$ cat src/rtl/nibble_pkg.sv
// Shared types and sizing helpers for the nibble collector.
package nibble_pkg;

  localparam int unsigned NIBBLE_W = 4;

  typedef enum logic {
    COLLECT = 1'b0,
    HOLD    = 1'b1
  } state_t;

  // Index counter width; at least one bit so NIBBLES=2 still has a real register.
  function automatic int unsigned idx_width(input int unsigned nibbles);
    return (nibbles <= 2) ? 1 : $clog2(nibbles);
  endfunction

endpackage

$ cat src/rtl/nibble_idx_ctr.sv
// Slot index counter: wraps from NIBBLES-1 back to 0, clear has priority.
module nibble_idx_ctr
  import nibble_pkg::*;
#(
  parameter int unsigned NIBBLES = 4
) (
  input  logic                            clk,
  input  logic                            rst,
  input  logic                            inc,
  input  logic                            clr,
  output logic [idx_width(NIBBLES)-1:0]   idx,
  output logic                            last
);

  localparam int unsigned IDX_W = idx_width(NIBBLES);
  localparam logic [IDX_W-1:0] IDX_MAX = IDX_W'(NIBBLES - 1);

  assign last = (idx == IDX_MAX);

  always_ff @(posedge clk or posedge rst) begin
    if (rst) begin
      idx <= '0;
    end else if (clr) begin
      idx <= '0;
    end else if (inc) begin
      idx <= last ? '0 : idx + IDX_W'(1);
    end
  end

  a_idx_in_range: assert property (@(posedge clk) disable iff (rst) idx <= IDX_MAX);

endmodule

$ cat src/rtl/nibble_collector.sv
// Assembles NIBBLES masked 4-bit words LSB-first into one word with an AND-reduction,
// presented on a registered valid/ready port with no bubble between words.
module nibble_collector
  import nibble_pkg::*;
#(
  parameter int unsigned NIBBLES = 4
) (
  input  logic                         clk,
  input  logic                         rst,
  input  logic                         flush,
  input  logic                         in_valid,
  output logic                         in_ready,
  input  logic [NIBBLE_W-1:0]          in_data,
  input  logic [NIBBLE_W-1:0]          in_mask,
  output logic                         out_valid,
  input  logic                         out_ready,
  output logic [NIBBLES*NIBBLE_W-1:0]  out_word,
  output logic [NIBBLE_W-1:0]          out_and,
  output logic                         out_partial
);

  localparam int unsigned WORD_W = NIBBLES * NIBBLE_W;
  localparam int unsigned IDX_W  = idx_width(NIBBLES);

  if (NIBBLES < 2 || NIBBLES > 8) begin : g_bad_nibbles
    $error("nibble_collector: NIBBLES must be in 2..8");
  end

  state_t                state;
  state_t                state_next;
  logic [IDX_W-1:0]      idx;
  logic                  last;
  logic                  accept;
  logic                  complete;
  logic                  flush_partial;
  logic [NIBBLE_W-1:0]   nibble;
  logic [WORD_W-1:0]     part_word;
  logic [WORD_W-1:0]     word_next;
  logic [NIBBLE_W-1:0]   red;
  logic [NIBBLE_W-1:0]   red_next;
  logic                  pending;

  nibble_idx_ctr #(
    .NIBBLES (NIBBLES)
  ) u_ctr (
    .clk  (clk),
    .rst  (rst),
    .inc  (accept),
    .clr  (flush_partial),
    .idx  (idx),
    .last (last)
  );

  // State register
  always_ff @(posedge clk or posedge rst) begin
    if (rst) begin
      state <= COLLECT;
    end else begin
      state <= state_next;
    end
  end

  // Next-state logic; idx is 0 in HOLD so an accept there can never complete a word
  always_comb begin
    state_next = state;
    case (state)
      COLLECT: if (complete)  state_next = HOLD;
      HOLD:    if (out_ready) state_next = COLLECT;
      default: state_next = COLLECT;
    endcase
  end

  // Output logic: handshake signals decoded from state
  always_comb begin
    in_ready  = 1'b0;
    out_valid = 1'b0;
    case (state)
      COLLECT: in_ready = !flush;
      HOLD: begin
        in_ready  = !flush && out_ready;
        out_valid = 1'b1;
      end
      default: ;
    endcase
  end

  // Datapath decode for the current nibble
  always_comb begin
    nibble        = in_data & in_mask;
    accept        = in_valid && in_ready;
    complete      = accept && last;
    flush_partial = flush && (state == COLLECT) && (idx != '0);
    red_next      = red & nibble;
    word_next     = part_word;
    word_next[int'(idx)*NIBBLE_W +: NIBBLE_W] = nibble;
  end

  // Slot, reduction and output registers
  always_ff @(posedge clk or posedge rst) begin
    if (rst) begin
      part_word   <= '0;
      red         <= '1;
      pending     <= 1'b0;
      out_word    <= '0;
      out_and     <= '1;
      out_partial <= 1'b0;
    end else if (complete) begin
      out_word    <= word_next;
      out_and     <= red_next;
      out_partial <= pending;
      pending     <= 1'b0;
      part_word   <= '0;
      red         <= '1;
    end else if (accept) begin
      part_word <= word_next;
      red       <= red_next;
    end else if (flush_partial) begin
      part_word <= '0;
      red       <= '1;
      pending   <= 1'b1;
    end
  end

  a_hold_stable: assert property (@(posedge clk) disable iff (rst)
    (state == HOLD && !out_ready) |=> ($stable(out_word) && $stable(out_and)));

endmodule

$ cat config.mk
export PLATFORM = sky130hd
export DESIGN_NAME = nibble_collector
export DESIGN_NICKNAME = d
export VERILOG_FILES = /design/src/rtl/nibble_pkg.sv /design/src/rtl/nibble_idx_ctr.sv /design/src/rtl/nibble_collector.sv
export SDC_FILE = /design/constraint.sdc
export NUM_CORES = 1
export LEC_CHECK = 0
export CELL_PAD_IN_SITES_DETAIL_PLACEMENT = 1
export CELL_PAD_IN_SITES_GLOBAL_PLACEMENT = 1
export CORE_ASPECT_RATIO = 1.5
export CORE_UTILIZATION = 43
export CTS_BUF_LIST = sky130_fd_sc_hd__clkbuf_2
export CTS_CLUSTER_DIAMETER = 40
export DETAILED_ROUTE_END_ITERATION = 7
export MAX_ROUTING_LAYER = met4
export PLACE_DENSITY = 0.92
export SLEW_MARGIN = 10
export SYNTH_ARGS = -nofsm -noshare
export SYNTH_HDL_FRONTEND = slang
export SYNTH_HIERARCHICAL = 1
export SYNTH_SLANG_ARGS = --single-unit
$ cat constraint.sdc
create_clock -name clk -period 2.35 [get_ports clk]
set_clock_uncertainty 0.1 [all_clocks]
set_input_delay 0.5875 -clock clk [delete_from_list [all_inputs] [get_ports clk]]
set_output_delay 0.5875 -clock clk [all_outputs]
set_load 0.02 [all_outputs]
# Word-level counts from Yosys, hierarchy flattened
# Cells that the tools add are included.
[word_totals]
regBits = 45
inputBits = 13
output_inout_bits = 23
word_cells = 46
[classes]
add_sub_neg = 2
n_eq_ne = 2
shift = 2
muxes = 18
bitwise = 3
n_reduce_logical = 11
[ops]
columns = ["cell", "n"]
rows = [
  ["two-way mux 16 bit", 3],
  ["negator 4 -> 34 bit", 1],
  ["variable shift 4 x 34 -> 16 bit (first input constant)", 1],
  ["variable part select 4 x 34 -> 16 bit", 1],
  ["bitwise mux 16 bit", 1],
  ["two-way mux 4 bit", 3],
  ["AND 4 bit", 2],
  ["two-way mux 1 bit", 6],
  ["two-way mux 2 bit", 3],
  ["nonzero test 2 bit", 3],
  ["logical AND 1 bit", 5],
  ["case mux 1 bit (2 select lines)", 2],
  ["nonzero test 3 bit", 1],
  ["adder 2 x 1 -> 2 bit (second input constant)", 1],
  ["equality test 2 bit (second input constant)", 1],
  ["inequality test 2 x 1 -> 1 bit (second input constant)", 1],
  ["AND reduction 2 bit", 1],
  ["logical NOT 1 bit", 1],
  ["NOT 1 bit", 1],
]

# Depth between registers and ports, before layout
# Gate-level depths: netlist of run 1.
[depth]
depth_word = 7
mapped_depth = 6
depth_no_buf = 6

# Cells and area by module
# The synthesis of run 1 kept the hierarchy.
[by_module_without_submodules]
columns = ["mod", "n_inst", "cells_each", "area_each_um2", "seq_area_each_um2"]
rows = [
  ["nibble_collector", 1, 193, 2042.0, 1086.0],
  ["nibble_idx_ctr", 1, 9, 103.8, 50.0],
]

# Worst setup path before layout of run 1
# No wires, ideal clock.
[synth_timing]
path_type = "register to register"
from = "register u_ctr.idx[0]"
to = "register red[0]"
setup_time_ns = 0.075
t_arrival_ns = 1.709
setup_slack_ns = 0.466
path_stages_with_launch = 7
period_less_slack_ns = 1.884
cell_sequence = "dfrtp_1 -> inv_1 -> ha_1 -> nor3b_1 -> o21bai_4 -> and2_4 -> a2bb2oi_1"
[synth_via]
elab_chain_cells = 3
elab_cells_between_ends = 6
[synth_lines]
columns = ["item", "line_no", "rtl"]
rows = [
  ["from (decl)", "nibble_idx_ctr.sv:11", "output logic [idx_width(NIBBLES)-1:0] idx,"],
  ["from (signal assigned)", "nibble_idx_ctr.sv:26", "idx <= last ? '0 : idx + IDX_W'(1);"],
  ["nonzero test 2 bit", "nibble_collector.sv:92", "flush_partial = flush && (state == COLLECT) && (idx != '0);"],
  ["logical AND 1 bit", "nibble_collector.sv:92", ""],
  ["named net flush_partial", "nibble_collector.sv:35", "logic flush_partial;"],
  ["nonzero test 3 bit (no source line)", "--", ""],
  ["to (signal assigned)", "nibble_collector.sv:116", "red <= red_next;"],
  ["to (decl)", "nibble_collector.sv:39", "logic [NIBBLE_W-1:0] red;"],
]
# The timed path passes the listed nets, and every way through them passes these cells.
# A chain may end at the register's enable or synchronous reset.

# Worst setup path after layout of run 1
[layout_timing]
from = "register out_and[2]"
to = "output out_and[2]"
[layout_lines]
columns = ["item", "line_no", "rtl"]
rows = [
  ["from (decl)", "nibble_collector.sv:18", "output logic [NIBBLE_W-1:0] out_and,"],
  ["from (signal assigned)", "nibble_collector.sv:109", "out_and <= red_next;"],
]
# No word-level cell between the ends.

==> impl_metrics.ini, run 1 <==
[global_route]
grt_max_degree = 44
grt_pass1_wl_mm = 8.76
grt-ovfl-total = 0
antenna_found_initial = 0
grt_util_all_layers_pct = 23.7
grt_pass1_vias = 1851

[sta]
tightest_slew_ps = 390
min_period_ps = 2250
relSlewSlack_pct = 73.9
fin_ws_ps = 97.0
tns_ps = 0
setup_viol = 0
hold_viol = 0
slew_viol_final = 0
finalCritPeriodShare_pct = 95.9
max_freq_mhz = 444
rsz0062_at_grt = no

[die]
fp.dieW_um = 59.7
io_pins = 36
rows = 31
die_area_um2 = 5280
die_h_um = 88.5
initial_core_util_pct = 44.6
core_area_um2 = 4810

[route]
drc_errors = 0
ant_nets = 0
dr.first_iter.drc_count = 40
wl_per_cell_um = 16.8
vias = 1669
drt_wl_total_mm = 5.24
first_pass_iters = 4
vias_per_cell = 5.37

[synthesis]
syn_nets = 221
yosys.area.top_type_share_pct = 43.1
synthCells = 202
yosys-top-cells-area = dfrtp_1, dfstp_2, a21oi_1
synth_edf_count = 0
async_reset_ff_share_pct = 100
ys.flop_type = dfrtp_1
syn_area_um2 = 2150
avgSynthCellArea_um2 = 10.6
ys_seq_elements = 45
yosysSeqAreaShare_pct = 52.9
yosys.area.top_type = dfrtp_1
ys_warn_count = 6
synth.distinct_cells = 38

[critical_path]
cpPeakStageDelay_ps = 590
reg2regPathDepth = 6
cp_top_family = buffers and inverters
worstSetupPathType = flop to output pin
crit_buf_inv = 1
endpoint_kind = output pin
cp_max_fo = 2
cp.depth = 1
cp_slowest_cell = clkdlybuf4s50_1
crit_chain = clkdlybuf4s50_1
cp.required_ps = 1660
critPathArrivalTime_ps = 1570
cp-start-kind = flop

[clocking]
cts_sinks = 45
clk_latency_ps = 410
clockRootBuffer = clkbuf_2
clkTransAtPathRegs_ps = 220
cts_setup_buffers = 0
cts_max_level = 2
cts_tree = done
cts_hold_buf = 0
cts_buffers = 5
cts.path.max_buffers = 2

[power]
p_per_area_nw_per_um2 = 1060
finalPower_w = 0.00284
ir_worst_vdd_uv = 542
power_leakage_nw = 1.15

[layout]
layout_common_cells = dfrtp_1, clkdlybuf4s50_1, a21oi_1
drive_above_1_share_pct = 15.5
antenna_cells = 0
syn_to_final_growth_pct = 24.3
layout_commonest_cell = dfrtp_1
fin_nets = 263
utilization_pct = 55.4

[outcome]
outcome = completed

[placement]
io_buffer_count = 35
gp_congestion = 0.818
preCtsSetupSlack_ps = -168
dp_hpwl_mm = 3.94

[job]
max-cap-violations = 0

[min_path]
min_path_type = input port to async pin
cells by family after synthesis:
| family | synth area share [%] |
|---|---|
| AOI/OAI and AO/OA | 20.4 |
| adders and majority gates | 3.50 |
| buffers and inverters | 3.91 |
| DFF | 52.9 |
| muxes | 0.991 |
| and+or+nand+nor | 18.3 |
synthesized netlist by cell type (2+ instances only):
master     number
nand2_1         7
nor2_1         23
inv_1           9
and2_1          4
clkbuf_1        4
a2bb2oi_1       4
o21ai_2         3
buf_2           4
dfstp_2         8
nand3_1         4
nor2b_1        16
o2bb2ai_1      12
and4_1          2
dfrtp_1        37
o21ai_0         4
a31oi_1         4
a21oi_1        28
ha_1            6
a22o_1          4
sequential cells by signal, summed over array words and instances (netlist names):
register,flops
out_partial,1
pending,1
out_and,4
u_ctr/idx,2
out_word,16
part_word,16
red,4
state,1
metrics by stage:
stage / area [um2] / cells / hold slack (ps)
after floorplan: 2150 / 202 / 229
after global placement: 2630 / 303 / 364
after detailed placement: 2630 / 303 / 366
after CTS: 2670 / 311 / 185
after global routing: 2670 / 311 / 193
final: 2670 / 311 / 205
final cells by class:
cell class / count / area, um2
clock buffer: 7 / 35.0
clock inverter: 1 / 3.75
fill: 559 / 2140
inverter: 9 / 33.8
multi-input combinational: 138 / 926
sequential: 45 / 1140
tap: 66 / 82.6
timing repair buffer: 45 / 449
repair_timing:
action | 4_1_cts | 5_1_grt
gates resized for setup | 1 | 0
endpoints found under the hold margin | 0 | 0
setup endpoints to repair | 1 | 0
routing by layer:
layer	track usage, %	wire (um)	share of wire [%]	vias to the layer above
met4	14.0	193	3.7	0
met3	5.56	134	2.6	15
met2	37.8	2770	53	29
li1	-	-	-	792
met1	26.6	2130	41	833
met5	-	0	0	-
worst paths after layout:
path | start | to | slack (ps)
worst max-delay path | out_and[2]$_DFFE_PP1P_ | out_and[2] | 100
worst min-delay path | rst | u_ctr/idx[1]$_DFFE_PP0P_ | 210
worst max register to register | u_ctr/idx[0]$_DFFE_PP0P_ | red[3]$_DFFE_PP1P_ | 320
worst min register to register | out_and[2]$_DFFE_PP1P_ | out_and[2]$_DFFE_PP1P_ | 400
max in group asynchronous | rst | out_and[1]$_DFFE_PP1P_ | 1440
min in group clk | out_and[2]$_DFFE_PP1P_ | out_and[2]$_DFFE_PP1P_ | 400
power by group:
group | switching (W) | internal, W
Combinational | 0.000706 | 0.000604
Sequential | 0.000152 | 0.00105
Clock | 0.000241 | 0.0000796
No activity file was read; power rests on OpenSTA's default activity.
==> inputs of run 2 (changes only) <==
Settings changed: CORE_UTILIZATION 43 to 45, PLACE_DENSITY 0.92 to 0.95.
Clock period 2.35 ns to 2.8 ns, I/O delays scaled along.
==> impl_metrics.ini, run 2 (synthesized netlist as in run 1, its figures left out) <==
[global_route]
grt_pass1_wl_mm = 8.42
grt-ovfl-total = 0
grt_util_all_layers_pct = 23.2
grt_max_degree = 44
antenna_found_initial = 0
grt_pass1_vias = 1723

[critical_path]
reg2regPathDepth = 6
rrSetupSlack_ps = 510
cp.required_ps = 2000
worstSetupPathType = input port to output pin
r2r_start = u_ctr/idx[0]$_DFFE_PP0P_
crit_path_start = out_ready
cp-start-kind = input port
endpoint_kind = output pin
critPathArrivalTime_ps = 1960
cp_max_fo = 2
crit_path_end = in_ready
reg2reg_to = red[2]$_DFFE_PP1P_

[outcome]
outcome = completed

[layout]
drive_above_1_share_pct = 14.2
layout_commonest_cell = dfrtp_1
fillCellCount = 497
syn_to_final_growth_pct = 21.3
top_regs = out_word x16, part_word x16
layout_common_cells = dfrtp_1, clkdlybuf4s50_1, a21oi_1
antenna_cells = 0
fin_nets = 258

[power]
p_per_area_nw_per_um2 = 908
ir_worst_vdd_uv = 463
power_leakage_nw = 1.12

[die]
rows = 30
initial_core_util_pct = 47.2
die_area_um2 = 5050
die_h_um = 86.6
core_area_um2 = 4540
fp.dieW_um = 58.4
io_pins = 36

[route]
ant_nets = 0
first_pass_iters = 5
dr.first_iter.drc_count = 37
drc_errors = 0
vias = 1661
drt_wl_total_mm = 5.18
wl_per_cell_um = 17.0
vias_per_cell = 5.46

[sta]
hold_viol = 0
finalHoldWorstSlack_ps = 311
slew_viol_final = 0
setup_viol = 0
finalCritPeriodShare_pct = 98.7
rsz0062_at_grt = no
max_freq_mhz = 362
fin_ws_ps = 37.8
min_period_ps = 2760
tns_ps = 0
relSlewSlack_pct = 64.3
tightest_slew_ps = 536

[placement]
preCtsSetupSlack_ps = 43.1
dp_hpwl_mm = 3.87
io_buffer_count = 35
gp_congestion = 0.830

[job]
max-cap-violations = 0

[clocking]
cts_hold_buf = 0
clk_latency_ps = 430
cts_setup_buffers = 0
cts_buffers = 5
cts-resized-gates = 0
clockRootBuffer = clkbuf_2
cts_sinks = 45
cts_max_level = 2
cts_tree = done
clkTransAtPathRegs_ps = 220
cts.path.max_buffers = 2

[min_path]
min_path_type = input port to async pin
## run 2: changes by cell type in the layout (fill, tap and decap cells not counted), sizes merged
| cell | change |
|---|---|
| clkbuf | -1 |
| clkinv | +1 |
| buf | -5 |
| clkdlybuf4s50 | +1 |
| dlygate4sd2 | -1 |
## run 2: layout make-up
type                    instances  area (um2)  share of cell area (%)
flip-flops and latches         45        1140                    43.6
repair buffers                 40         388                    14.9
clock buffers                   6        30.0                    1.15
inverters                       9        33.8                    1.30
well taps                      64        80.1                    3.08
multi-input cells             138         926                    35.6
clock inverters                 2        10.0                   0.384
## run 2: worst max-delay path, cell delays in order
cell and delay, ps:
clkdlybuf4s50_1 510, nor2b_4 50, nor2_1 80, clkdlybuf4s50_1 610
## run 2: worst min path at each step
stage	from	endpoint	slack [ps]	cells after the start
floorplan	rst	u_ctr/idx[0]$_DFFE_PP0P_	340	1
global placement	part_word[8]$_DFFE_PP0P_	part_word[8]$_DFFE_PP0P_	360	1
detailed placement	part_word[11]$_DFFE_PP0P_	part_word[11]$_DFFE_PP0P_	370	1
CTS	rst	u_ctr/idx[0]$_DFFE_PP0P_	300	2
global route	rst	u_ctr/idx[0]$_DFFE_PP0P_	310	2
finish	rst	u_ctr/idx[0]$_DFFE_PP0P_	310	2
## run 2: report_power, final
| part | internal [W] | switching (W) |
|---|---|---|
| clock | 0.0000627 | 0.000208 |
| sequential | 0.000885 | 0.000134 |
| combinational | 0.000489 | 0.000586 |
## run 2: metrics by stage
step / util [%] / instance area (um2) / cells / total power, W
floorplan: - / 2150 / 202 / 0.00163
global placement: 56.4 / 2560 / 296 / 0.00205
detailed placement: 56.4 / 2560 / 296 / 0.00212
CTS: 57.3 / 2600 / 304 / 0.00239
global route: 57.3 / 2600 / 304 / 0.00250
finish: 57.3 / 2600 / 304 / 0.00236
## run 2: per-layer routing
layer	routed length (um)	vias to the layer above	part of all wire [%]	GRT usage, %
met5	0	-	0	-
met2	2950	41	57	41.2
li1	-	779	-	-
met1	2000	833	39	25.2
met4	89	0	1.7	10.6
met3	146	8	2.8	3.13
